`src/rtl/muldiv_unit_if.sv`:
```
// muldiv_unit_if: request/response bundle between the issuing stage and muldiv_unit.
// master drives the request side, slave (the unit) drives the response side.
interface muldiv_unit_if #(
    parameter int unsigned ADDR_W = 64
);
    logic              i_valid;
    logic [1:0]        i_op;
    logic [ADDR_W-1:0] i_rs1_data;
    logic [ADDR_W-1:0] i_rs2_data;
    logic [4:0]        i_rd;
    logic              o_busy;
    logic              o_done;
    logic [ADDR_W-1:0] o_result;
    logic [4:0]        o_rd;
    logic              o_we;

    modport master (
        output i_valid, i_op, i_rs1_data, i_rs2_data, i_rd,
        input  o_busy, o_done, o_result, o_rd, o_we
    );

    modport slave (
        input  i_valid, i_op, i_rs1_data, i_rs2_data, i_rd,
        output o_busy, o_done, o_result, o_rd, o_we
    );
endinterface

```
`src/rtl/muldiv_unit.sv`:
```
// muldiv_unit: iterative unsigned multiply (shift-add) and divide (restoring).
// One bit per cycle; MUL/DIV take ADDR_W cycles followed by a single DONE cycle.
// Optional feature macro: MULDIV_DIV_EN enables DIVU/REMU; without it ops 01/10
// complete immediately with result 0, like the reserved op.
module muldiv_unit #(
    parameter int unsigned ADDR_W = 64
) (
    input  logic         i_clk,
    input  logic         i_rst_n,
    muldiv_unit_if.slave bus
);

    localparam int unsigned CNT_W = (ADDR_W > 1) ? $clog2(ADDR_W) : 1;
    localparam logic [CNT_W-1:0] CNT_LAST = CNT_W'(ADDR_W - 1);

    typedef enum logic [1:0] {
        S_IDLE = 2'd0,
        S_MUL  = 2'd1,
`ifdef MULDIV_DIV_EN
        S_DIV  = 2'd2,
`endif
        S_DONE = 2'd3
    } state_e;

    typedef enum logic [1:0] {
        OP_MUL  = 2'b00,
        OP_DIVU = 2'b01,
        OP_REMU = 2'b10,
        OP_RSVD = 2'b11
    } op_e;

    state_e state_q, state_d;
    op_e    req_op;

    logic [CNT_W-1:0]    cnt_q, cnt_d;
    logic [2*ADDR_W-1:0] acc_q, acc_d;
    logic [ADDR_W-1:0]   b_q, b_d;
    logic [4:0]          rd_q, rd_d;
    logic [ADDR_W-1:0]   res_q, res_d;
    logic [4:0]          ord_q, ord_d;
    logic [ADDR_W:0]     mul_sum;
    logic [2*ADDR_W-1:0] mul_step;
    logic                last_step;

`ifdef MULDIV_DIV_EN
    localparam int unsigned REM_W = ADDR_W + 1;
    op_e                 op_q, op_d;
    logic [ADDR_W:0]     rem_q, rem_d;
    logic [ADDR_W-1:0]   quo_q, quo_d;
    logic [ADDR_W+1:0]   div_shift;
    logic                div_ge;
    logic [ADDR_W:0]     rem_step;
    logic [ADDR_W-1:0]   quo_step;
`endif

    assign req_op    = op_e'(bus.i_op);
    assign last_step = (cnt_q == CNT_LAST);

    // One iteration of each algorithm, evaluated from the current registers
    always_comb begin
        // Accumulator upper half gains the multiplicand when the multiplier LSB is set, then shifts right
        mul_sum  = {1'b0, acc_q[2*ADDR_W-1:ADDR_W]} + (acc_q[0] ? {1'b0, b_q} : '0);
        mul_step = {mul_sum, acc_q[ADDR_W-1:1]};
`ifdef MULDIV_DIV_EN
        div_shift = {rem_q, quo_q[ADDR_W-1]};
        div_ge    = (div_shift >= {2'b00, b_q});
        rem_step  = div_ge ? REM_W'(div_shift - {2'b00, b_q}) : div_shift[ADDR_W:0];
        quo_step  = {quo_q[ADDR_W-2:0], div_ge};
`endif
    end

    // State register
    always_ff @(posedge i_clk or negedge i_rst_n) begin
        if (!i_rst_n) state_q <= S_IDLE;
        else          state_q <= state_d;
    end

    // Next-state selection
    always_comb begin
        state_d = state_q;
        case (state_q)
            S_IDLE: begin
                if (bus.i_valid) begin
                    case (req_op)
                        OP_MUL:  state_d = S_MUL;
`ifdef MULDIV_DIV_EN
                        OP_DIVU,
                        OP_REMU: state_d = (bus.i_rs2_data == '0) ? S_DONE : S_DIV;
`endif
                        default: state_d = S_DONE;
                    endcase
                end
            end
            S_MUL:   if (last_step) state_d = S_DONE;
`ifdef MULDIV_DIV_EN
            S_DIV:   if (last_step) state_d = S_DONE;
`endif
            S_DONE:  state_d = S_IDLE;
            default: state_d = S_IDLE;
        endcase
    end

    // Status outputs and held result/destination
    always_comb begin
        bus.o_busy   = (state_q != S_IDLE);
        bus.o_done   = (state_q == S_DONE);
        bus.o_we     = (state_q == S_DONE) && (ord_q != '0);
        bus.o_result = res_q;
        bus.o_rd     = ord_q;
    end

    // Datapath next values; result and o_rd only change on the way into DONE
    always_comb begin
        cnt_d = cnt_q;
        acc_d = acc_q;
        b_d   = b_q;
        rd_d  = rd_q;
        res_d = res_q;
        ord_d = ord_q;
`ifdef MULDIV_DIV_EN
        op_d  = op_q;
        rem_d = rem_q;
        quo_d = quo_q;
`endif
        case (state_q)
            S_IDLE: begin
                if (bus.i_valid) begin
                    cnt_d = '0;
                    acc_d = {{ADDR_W{1'b0}}, bus.i_rs1_data};
                    b_d   = bus.i_rs2_data;
                    rd_d  = bus.i_rd;
`ifdef MULDIV_DIV_EN
                    op_d  = req_op;
                    rem_d = '0;
                    quo_d = bus.i_rs1_data;
`endif
                    case (req_op)
                        OP_MUL: ;
`ifdef MULDIV_DIV_EN
                        OP_DIVU: if (bus.i_rs2_data == '0) begin
                            res_d = '1;
                            ord_d = bus.i_rd;
                        end
                        OP_REMU: if (bus.i_rs2_data == '0) begin
                            res_d = bus.i_rs1_data;
                            ord_d = bus.i_rd;
                        end
`endif
                        default: begin
                            res_d = '0;
                            ord_d = bus.i_rd;
                        end
                    endcase
                end
            end
            S_MUL: begin
                cnt_d = cnt_q + 1'b1;
                acc_d = mul_step;
                if (last_step) begin
                    res_d = mul_step[ADDR_W-1:0];
                    ord_d = rd_q;
                end
            end
`ifdef MULDIV_DIV_EN
            S_DIV: begin
                cnt_d = cnt_q + 1'b1;
                rem_d = rem_step;
                quo_d = quo_step;
                if (last_step) begin
                    res_d = (op_q == OP_DIVU) ? quo_step : rem_step[ADDR_W-1:0];
                    ord_d = rd_q;
                end
            end
`endif
            default: ;
        endcase
    end

    // Datapath registers
    always_ff @(posedge i_clk or negedge i_rst_n) begin
        if (!i_rst_n) begin
            cnt_q <= '0;
            acc_q <= '0;
            b_q   <= '0;
            rd_q  <= '0;
            res_q <= '0;
            ord_q <= '0;
`ifdef MULDIV_DIV_EN
            op_q  <= OP_MUL;
            rem_q <= '0;
            quo_q <= '0;
`endif
        end else begin
            cnt_q <= cnt_d;
            acc_q <= acc_d;
            b_q   <= b_d;
            rd_q  <= rd_d;
            res_q <= res_d;
            ord_q <= ord_d;
`ifdef MULDIV_DIV_EN
            op_q  <= op_d;
            rem_q <= rem_d;
            quo_q <= quo_d;
`endif
        end
    end

endmodule

```
`src/flat_wrapper.sv`:
```
// flat-port wrapper written by rule: the top's interface ports become plain ports
module muldiv_unit_flat 
#(
    parameter int unsigned ADDR_W = 64
)
  (i_clk, i_rst_n, bus_i_valid, bus_i_op, bus_i_rs1_data, bus_i_rs2_data, bus_i_rd, bus_o_busy, bus_o_done, bus_o_result, bus_o_rd, bus_o_we);
  muldiv_unit_if #(.ADDR_W(ADDR_W)) bus_i ();
  input  logic i_clk;
  input  logic i_rst_n;
  input wire logic [$bits(bus_i.i_valid)-1:0] bus_i_valid;
  input wire logic [$bits(bus_i.i_op)-1:0] bus_i_op;
  input wire logic [$bits(bus_i.i_rs1_data)-1:0] bus_i_rs1_data;
  input wire logic [$bits(bus_i.i_rs2_data)-1:0] bus_i_rs2_data;
  input wire logic [$bits(bus_i.i_rd)-1:0] bus_i_rd;
  output wire logic [$bits(bus_i.o_busy)-1:0] bus_o_busy;
  output wire logic [$bits(bus_i.o_done)-1:0] bus_o_done;
  output wire logic [$bits(bus_i.o_result)-1:0] bus_o_result;
  output wire logic [$bits(bus_i.o_rd)-1:0] bus_o_rd;
  output wire logic [$bits(bus_i.o_we)-1:0] bus_o_we;
  assign bus_i.i_valid = bus_i_valid;
  assign bus_i.i_op = bus_i_op;
  assign bus_i.i_rs1_data = bus_i_rs1_data;
  assign bus_i.i_rs2_data = bus_i_rs2_data;
  assign bus_i.i_rd = bus_i_rd;
  assign bus_o_busy = bus_i.o_busy;
  assign bus_o_done = bus_i.o_done;
  assign bus_o_result = bus_i.o_result;
  assign bus_o_rd = bus_i.o_rd;
  assign bus_o_we = bus_i.o_we;
  muldiv_unit #(.ADDR_W(ADDR_W)) u_core (.i_clk(i_clk), .i_rst_n(i_rst_n), .bus(bus_i));
endmodule
```
`config.mk`:
```
export PLATFORM = sky130hd
export DESIGN_NAME = muldiv_unit_flat
export DESIGN_NICKNAME = d
export VERILOG_FILES = /design/src/rtl/muldiv_unit_if.sv /design/src/rtl/muldiv_unit.sv /design/src/flat_wrapper.sv
export SDC_FILE = /design/constraint.sdc
export NUM_CORES = 1
export LEC_CHECK = 0
export ABC_CLOCK_PERIOD_IN_PS = 3800
export CORE_UTILIZATION = 35
export CTS_CLUSTER_SIZE = 28
export DETAILED_ROUTE_END_ITERATION = 10
export HOLD_SLACK_MARGIN = 0.03
export PLACE_DENSITY = 0.56
export SETUP_SLACK_MARGIN = 0.15
export SLEW_MARGIN = 20
export SYNTH_ARGS = -nofsm -noshare
export SYNTH_HDL_FRONTEND = slang
export SYNTH_SLANG_ARGS = --single-unit
```
`constraint.sdc`:
```
create_clock -name i_clk -period 3.8 [get_ports i_clk]
set_input_delay 0.57 -clock i_clk [delete_from_list [all_inputs] [get_ports i_clk]]
set_output_delay 0.57 -clock i_clk [all_outputs]
set_load 0.02 [all_outputs]
```
# Word level (Yosys, flattened, before mapping)
# Index checks and enable logic that the tools add are counted.
# classes
add_sub_neg	2
multipliers	0
div	0
magnitude_cmp	0
eq_ne	6
shift	0
muxes	17
bitwise_logic	0
reduce_logical	10
# ops
op	n
two-way mux 64 bit	4
case mux 128 bit (2 select lines)	1
two-way mux 128 bit	1
case mux 64 bit (2 select lines)	1
adder 64 x 65 -> 65 bit	1
two-way mux 5 bit	3
case mux 6 bit (2 select lines)	1
case mux 5 bit (2 select lines)	1
adder 6 x 1 -> 6 bit (second input constant)	1
== test 6 bit (second input constant)	1
two-way mux 2 bit	3
two-way mux 6 bit	1
AND reduction 2 bit	3
nonzero test 5 bit	1
zero test 2 bit	2
!= test 2 bit (second input constant)	2
case mux 2 bit (2 select lines)	1
AND reduction 4 bit	1
nonzero test 2 bit	2
== test 2 x 1 -> 1 bit (second input constant)	1
== test 2 bit (second input constant)	1
!= test 2 x 1 -> 1 bit (second input constant)	1
logical AND 1 bit	1
# totals
reg_bits	274
latchBits	0
mem_bits_rw	0
rom_bits	0
in_bits	138
output_inout_bits	72
word_cells	42
memories	0

# Longest topological paths before layout
# Gate-level depths: netlist of run 1.
# depth
depth_word	4
ltp_mapped	15
depth_no_buf	13

# Worst setup path after synthesis of run 1
# OpenSTA, ideal clock, no wires.
# synth_path
path_kind	register to register
startpoint	reg u_core.acc_q[0]
endpoint	reg u_core.acc_q[125]
t_arrival_ps	2981
required_ps	3674
slack_ps	693
path_stages_with_launch	14
cell_sequence	dfrtp_1 -> clkbuf_1 -> clkbuf_1 -> and2_1 -> ha_1 -> buf_2 -> and3_1 -> a221o_1 -> a21oi_2 -> o21ai_2 -> a211oi_2 -> a21boi_1 -> a211o_1 -> a221o_1
# synth_between
elab_chain_cells	3
# synth_lines
element	line	source
from (decl)	muldiv_unit.sv:36	logic [2*ADDR_W-1:0] acc_q, acc_d;
from (signal assigned)	muldiv_unit.sv:183	acc_q <= '0;
from (signal assigned)	muldiv_unit.sv:195	acc_q <= acc_d;
two-way mux 64 bit	muldiv_unit.sv:62	mul_sum = {1'b0, acc_q[2*ADDR_W-1:ADDR_W]} + (acc_q[0] ? {1'b0, b_q} : '0);
adder 64 x 65 -> 65 bit	muldiv_unit.sv:62	
case mux 128 bit (2 select lines)	muldiv_unit.sv:125	case (state_q)
# Every way passes these cells.
# A chain may end at the register's enable or synchronous reset.

# Worst setup path after layout of run 1
# layout_path
startpoint	reg u_core.acc_q[0]
endpoint	reg u_core.acc_q[115]
# Same word-level chain as after synthesis.

==> results of run 1 <==
==> layer usage <==
metal	GRT usage	vias to the layer above	routed length, µm
li1	-	6178	-
met1	0.2753	6155	20150
met2	0.3039	293	19550
met3	0.03352	69	2283
met4	0.06871	2	1202
met5	0	-	13
==> state kept, by name (all words and copies together), names as in the netlist <==
signal               cells
u_core.b_q              64
u_core.bus.o_result     64
u_core.bus.o_rd          5
u_core.acc_q           128
u_core.cnt_q             6
u_core.state_q           2
u_core.rd_q              5
==> worst max-delay path, delay by kind of cell, from the launching register on <==
kind / cells / cell delay [ps]
adders and majority gates: 1 / 350
AOI/OAI and AO/OA: 5 / 1200
and+or+nand+nor: 5 / 1200
buffers and inverters: 1 / 200
DFF: 1 / 400
==> timing repair <==
item                       4_1_cts  5_1_grt
gates resized for setup          0        3
setup endpoints to repair        0        5
hold endpoints to repair        54        0
hold buffers                     1        0
==> cell families (layout without fill, tap and decap cells) <==
kind of cell,after synthesis,count (layout),synth area share
xor gates and xnor gates,47,47,0.02718
and+or+nand+nor,543,543,0.1633
buffers and inverters,130,318,0.03363
DFF,274,274,0.4528
adders and majority gates,66,66,0.05503
AOI/OAI and AO/OA,514,514,0.2121
muxes,76,76,0.05594
other,0,2,0
==> metrics by stage <==
| step | instance area (µm²) | hold WS [ps] | worst slack [ps] | power [mW] | utilization |
|---|---|---|---|---|---|
| 6_report | 19000 | 476.7 | 326.6 | 17.27 | 0.4489 |
| 5_1_grt | 18990 | 506.7 | 95.39 | 18.64 | 0.4488 |
| 4_1_cts | 18960 | 482.1 | 291.0 | 17.37 | 0.4480 |
| 3_5_place_dp | 17810 | 469.0 | 292.3 | 13.97 | 0.4209 |
| 3_3_place_gp | 17810 | 464.3 | 361.6 | 13.85 | 0.4209 |
| 2_1_floorplan | 15140 | 274.4 | 692.6 | 11.24 | - |
==> final timing paths <==
kind                                        startpoint                 endpoint  slack (ps)  cells after the start
worst min-delay path            u_core.bus.o_result[1]   u_core.bus.o_result[1]         480                      2
max in group asynchronous                      i_rst_n  u_core.bus.o_result[16]        2330                      3
min in group asynchronous                      i_rst_n           u_core.b_q[43]         530                      2
worst max-delay path                   u_core.acc_q[0]        u_core.acc_q[115]         330                     12
worst max register to register         u_core.acc_q[0]        u_core.acc_q[115]         330                     12
worst min register to register  u_core.bus.o_result[1]   u_core.bus.o_result[1]         480                      2
==> layout by cell type (no fill, tap or decap), drive strengths merged, types with 49 or more instances in the layout <==
master	Yosys	final
a21oi	76	76
and2	72	72
clkbuf	84	49
nand2	313	313
o21ai	234	234
ha	65	65
a22oi	66	66
dfrtp	274	274
clkdlybuf4s50	0	208
mux2	69	69
==> layout make-up <==
class | instances | area (µm²)
fill | 4114 | 23320
multi-input combinational | 1246 | 7843
sequential | 274 | 6859
timing repair buffer | 233 | 2342
clock buffer | 49 | 997.2
tap | 577 | 721.9
clock inverter | 13 | 142.6
inverter | 23 | 86.33
antenna | 2 | 5.005
==> power by group through the flow <==
| stage | Sequential [mW] | Combinational, mW | Clock, mW |
|---|---|---|---|
| floorplan | 5.49 | 5.75 | 0 |
| CTS | 5.37 | 8.61 | 3.39 |
| detailed placement | 5.41 | 8.57 | 0 |
| finish | 5.37 | 8.62 | 3.28 |
| global route | 5.56 | 9.58 | 3.50 |
| global placement | 5.39 | 8.46 | 0 |
==> flow_summary.json, run 1 <==
{
  "clk_pin_slew_ps": 60,
  "ys.flop_type": "sky130_fd_sc_hd__dfrtp_1",
  "synth_area_mm2": 0.01514,
  "synthesis.area_per_instance_um2": 9.178,
  "htree_levels": 2,
  "postCtsSetupBuffers": 0,
  "final_cell_count_no_fill": 2417,
  "path_cells": "buf_12, and2_1, ha_1, a21oi_1, nor2b_1, o21a_1, nor3_1, nand3_1, o21ai_4, a211oi_1, or3_1, a32o_1",
  "cts-root-to-sink-buffers": 3,
  "detail_route.drc_violations": 0,
  "p_leak_nw": 8.137,
  "biggest_area_contributors_in_the_synthesized_netlist": "sky130_fd_sc_hd__dfrtp_1 45%, sky130_fd_sc_hd__nand2_1 7.8%, sky130_fd_sc_hd__o21ai_0 6.8%",
  "drt_pre_antenna_iters": 5,
  "fin_nets": 2016,
  "yosysWarnings": 0,
  "grt_setup_unrepaired": "yes",
  "portion_of_synthesized_cell_area_occupied_by_the_leading_cell_type": 0.4528,
  "biggest_area_consumer_among_synthesized_cells": "sky130_fd_sc_hd__dfrtp_1",
  "critPathCaptureType": "flop",
  "critical_setup_path_kind": "reg2reg",
  "setup_viol": 0,
  "status": "complete, no violations",
  "yosys_register_bits": 274,
  "die_area_mm2": 0.04410,
  "grt_first_pass_wirelength_um": 69130,
  "area_growth_pct": 25.45,
  "place.detailed.hpwl_um": 29930,
  "numClockSinks": 274,
  "dr.first_iter.drc_count": 825,
  "finalWeightedCongestion": 0.8765,
  "min_period_over_period": 0.9141,
  "clkPwrFrac": 0.190,
  "peakVddDrop_v": 0.0003723,
  "post_route_cells_drive_above_1_share": 0.09576,
  "yosysMostFrequentCell": "sky130_fd_sc_hd__nand2_1",
  "cp_slowest_cell": "sky130_fd_sc_hd__dfrtp_1",
  "critical_path.max_fanout": 64,
  "timing.max_cap.violations": 0,
  "p_int_mw": 10.14,
  "cts_buffers": 34,
  "post-route-min-period_ps": 3473,
  "routed_via_density": 5.253,
  "post_synth_inst_count": 1650,
  "class_of_the_tightest_hold_or_removal_check": "reg2reg",
  "core_area_mm2": 0.04232,
  "synth.top_cells.by_count": "313 x sky130_fd_sc_hd__nand2_1, 274 x sky130_fd_sc_hd__dfrtp_1, 205 x sky130_fd_sc_hd__o21ai_0",
  "synth_nets": 1854,
  "final_sum_of_negative_setup_slack_ps": 0,
  "grt_max_degree": 96,
  "wl_per_cell_um": 17.87,
  "share_seq_of_total_power": 0.311,
  "port-buffer-count": 209,
  "dr_total_vias": 12700,
  "cts_root_buffer": "sky130_fd_sc_hd__clkbuf_16",
  "worst_clock_skew_ps": 30.36,
  "floorplan.initialDensity": 0.3578,
  "power.combinational.fraction": 0.499,
  "delay_of_the_slowest_cell_on_the_worst_path_ps": 400,
  "maxClockFrequency_mhz": 287.9,
  "clock_tree_from_tritoncts": "yes",
  "cp.arrival_ps": 3920,
  "timing.max_slew.rel_slack": 0.4414,
  "critPathLaunchType": "flop",
  "detail_route.wirelength_um": 43200,
  "max_slew.worst_pin.slew_ps": 837.9,
  "insertion_delay_ps": 560,
  "pin_count": 210,
  "die-height_um": 210.0,
  "synth_cell_type_count": 74,
  "report.final.slew_viol_count": 0,
  "antenna_violations_before_repair": 2,
  "power.share.switching": 0.4128,
  "chipWidth_um": 210.0,
  "grt_overflow_total": 0,
  "count_of_flip_flops_with_a_built_in_enable_after_synthesis": 0,
  "finalHoldViolations": 0,
  "grt_pass1_vias": 12580,
  "grt.total_usage": 0.1959,
  "ant_nets": 0,
  "pwr_density_cell_mw_per_mm2": 909.1,
  "core.rowCount": 75,
  "synth-async-reset-ratio": 1.000,
  "numPlacedInstances": 2352,
  "synth_sequential_area_ratio": 0.4528,
  "power_switching_mw": 7.129,
  "timing.critical_path.required_ps": 4250
}
Power figures use the tool's default switching activity.
==> inputs of run 2 (changes only) <==
--- a/config.mk
+++ b/config.mk
@@ -6,12 +6,14 @@
 export NUM_CORES = 1
 export LEC_CHECK = 0
 export ABC_CLOCK_PERIOD_IN_PS = 3800
+export CORE_ASPECT_RATIO = 0.8
 export CORE_UTILIZATION = 35
 export CTS_CLUSTER_SIZE = 28
 export DETAILED_ROUTE_END_ITERATION = 10
 export HOLD_SLACK_MARGIN = 0.03
 export PLACE_DENSITY = 0.56
 export SETUP_SLACK_MARGIN = 0.15
+export SKIP_LAST_GASP = 1
 export SLEW_MARGIN = 20
 export SYNTH_ARGS = -nofsm -noshare
 export SYNTH_HDL_FRONTEND = slang
==> run 2 against run 1 <==
  * Wire length is 0.44% higher
  * Non-clock buffer count rose by 2
  * Clock skew shrank 18 ps
  * Sequential share of layout area about the same
  * Die area about the same
  * Critical path type unchanged
==> flow_summary.json, run 2 (synthesized netlist as in run 1, its figures left out) <==
{
  "cp_num_buf_inv": 1,
  "insertion_delay_ps": 580,
  "detail_route.drc_violations": 0,
  "critical_setup_path_kind": "reg2reg",
  "floorplan.initialDensity": 0.3584,
  "cts_buffers": 31,
  "dr.first_iter.drc_count": 974,
  "layout_commonest_cell": "sky130_fd_sc_hd__nand2_1",
  "grt_overflow_total": 0,
  "grt_pass1_vias": 12580,
  "finalWeightedCongestion": 0.9035,
  "clk_pin_slew_ps": 60,
  "die-height_um": 188.0,
  "worst_clock_skew_ps": 12.27,
  "die_area_mm2": 0.04411,
  "pwr_density_cell_mw_per_mm2": 906.1,
  "routed_via_density": 5.323,
  "status": "complete, no violations",
  "finalHoldViolations": 0,
  "report.final.slew_viol_count": 0,
  "pin_count": 210,
  "setup_slack_ps": 335.8,
  "delay_of_the_slowest_cell_on_the_worst_path_ps": 490,
  "fin_nets": 2015,
  "p_leak_nw": 8.137,
  "final_sum_of_negative_setup_slack_ps": 0,
  "cts-root-to-sink-buffers": 3,
  "ant_nets": 0,
  "clock_tree_from_tritoncts": "yes",
  "post-route-min-period_ps": 3464,
  "path_cells": "buf_12, and2_1, ha_1, and2_4, nand3_2, or2_1, or4_4, o21ai_4, a211o_1, nand2_1, o2111ai_1, or3b_1",
  "maxClockFrequency_mhz": 288.7,
  "critPathCaptureType": "flop",
  "crit_family": "simple AND/OR/NAND/NOR gates",
  "grt.total_usage": 0.1974,
  "setup_viol": 0,
  "cts_root_buffer": "sky130_fd_sc_hd__clkbuf_16",
  "grt_setup_unrepaired": "no",
  "critical_path.max_fanout": 32,
  "flip_flop_count_of_the_largest_register_after_layout": 128,
  "worst_r2r_startpoint": "u_core.acc_q[0]",
  "grt_first_pass_wirelength_um": 70370,
  "post_placement_worst_setup_slack_ps": 241.6,
  "timing.max_cap.violations": 0,
  "largest_register": "u_core.acc_q",
  "min_period_over_period": 0.9116,
  "grt_max_degree": 120,
  "core.rowCount": 67,
  "cts-hold-fix-buffers": 0,
  "layout.cells.most_common_list": "313 x sky130_fd_sc_hd__nand2_1, 271 x sky130_fd_sc_hd__dfrtp_1, 208 x sky130_fd_sc_hd__clkdlybuf4s50_1",
  "timing.max_slew.rel_slack": 0.3648,
  "antenna_violations_before_repair": 3,
  "timing.critical_path.required_ps": 4250,
  "dr_total_vias": 12720,
  "post_route_cells_drive_above_1_share": 0.09695,
  "cp.arrival_ps": 3920,
  "peakVddDrop_v": 0.0004402,
  "critPathLaunchType": "flop",
  "core_area_mm2": 0.04225,
  "htree_levels": 1,
  "critical_path.startpoint": "u_core.acc_q[0]",
  "cp_slowest_cell": "sky130_fd_sc_hd__dfrtp_2",
  "class_of_the_tightest_hold_or_removal_check": "in2async",
  "max_slew.worst_pin.slew_ps": 952.8,
  "wl_per_cell_um": 18.15,
  "port-buffer-count": 209,
  "detail_route.wirelength_um": 43380,
  "place.detailed.hpwl_um": 30310,
  "drt_pre_antenna_iters": 5,
  "numClockSinks": 274,
  "area_growth_pct": 25.42,
  "chipWidth_um": 234.6,
  "total_power_draw_mw": 17.21
}
==> run 2: cell types whose count changed in the layout (fill, tap and decap cells not counted), sizes merged <==
cell / before / now
dlygate4sd3: 1 / 0
inv: 26 / 24
clkinv: 8 / 5
bufinv: 1 / 5
buf: 24 / 26
clkbuf: 49 / 45
clkinvlp: 1 / 3
==> run 2: timing repair <==
action                                  4_1_cts  5_1_grt
endpoints found under the setup margin        0        8
resized for setup                             0        6
setup buffers                                 0        1
==> run 2: worst paths after layout <==
path	slack, ps	cells after the start	to
worst max-delay path	340	12	u_core.acc_q[124]
worst min-delay path	90	1	u_core.bus.o_result[12]
worst max register to register	340	12	u_core.acc_q[124]
worst min register to register	480	2	u_core.bus.o_result[17]
max in group asynchronous	2750	2	u_core.acc_q[41]
min in group i_clk	480	2	u_core.bus.o_result[17]
==> run 2: cell type report <==
class                      instances  area [µm²]
antenna                            2       5.005
clock buffer                      44       884.6
clock inverter                    14       214.0
fill                            4200       23260
inverter                          23       86.33
multi-input combinational       1246        7843
sequential                       274        6860
tap                              552       690.7
timing repair buffer             235        2410
==> run 2: worst reg2reg max path, cell delays in order, from the launching register on <==
cell and delay [ps]:
sky130_fd_sc_hd__dfrtp_2 490, sky130_fd_sc_hd__buf_12 190, sky130_fd_sc_hd__and2_1 170, sky130_fd_sc_hd__ha_1 380
sky130_fd_sc_hd__and2_4 200, sky130_fd_sc_hd__nand3_2 80, sky130_fd_sc_hd__or2_1 270, sky130_fd_sc_hd__or4_4 440
sky130_fd_sc_hd__o21ai_4 280, sky130_fd_sc_hd__a211o_1 200, sky130_fd_sc_hd__nand2_1 100, sky130_fd_sc_hd__o2111ai_1 200
sky130_fd_sc_hd__or3b_1 360
==> run 2: power by group <==
group | leakage, nW | switching [mW] | total [mW] | internal [mW]
sequential | 3.35 | 0.955 | 5.38 | 4.42
clock | 0.529 | 1.26 | 3.22 | 1.96
combinational | 4.26 | 4.81 | 8.62 | 3.81
==> run 2: routing by layer <==
layer,part of all wire,vias to the layer above,GRT usage
met5,0.00023,-,0
met1,0.49,6167,0.2982
met3,0.049,57,0.02996
li1,-,6185,-
met2,0.44,310,0.2926
met4,0.021,2,0.04715
==> run 2: metrics by stage <==
stage | hold WS, ps | area, µm² | utilization | instances
2_1_floorplan | 274.4 | 15140 | - | 1650
3_3_place_gp | 463.3 | 17830 | 0.4219 | 2328
3_5_place_dp | 471.7 | 17830 | 0.4219 | 2328
4_1_cts | 108.0 | 18920 | 0.4479 | 2386
5_1_grt | 138.3 | 18990 | 0.4495 | 2390
6_report | 86.85 | 18990 | 0.4495 | 2390
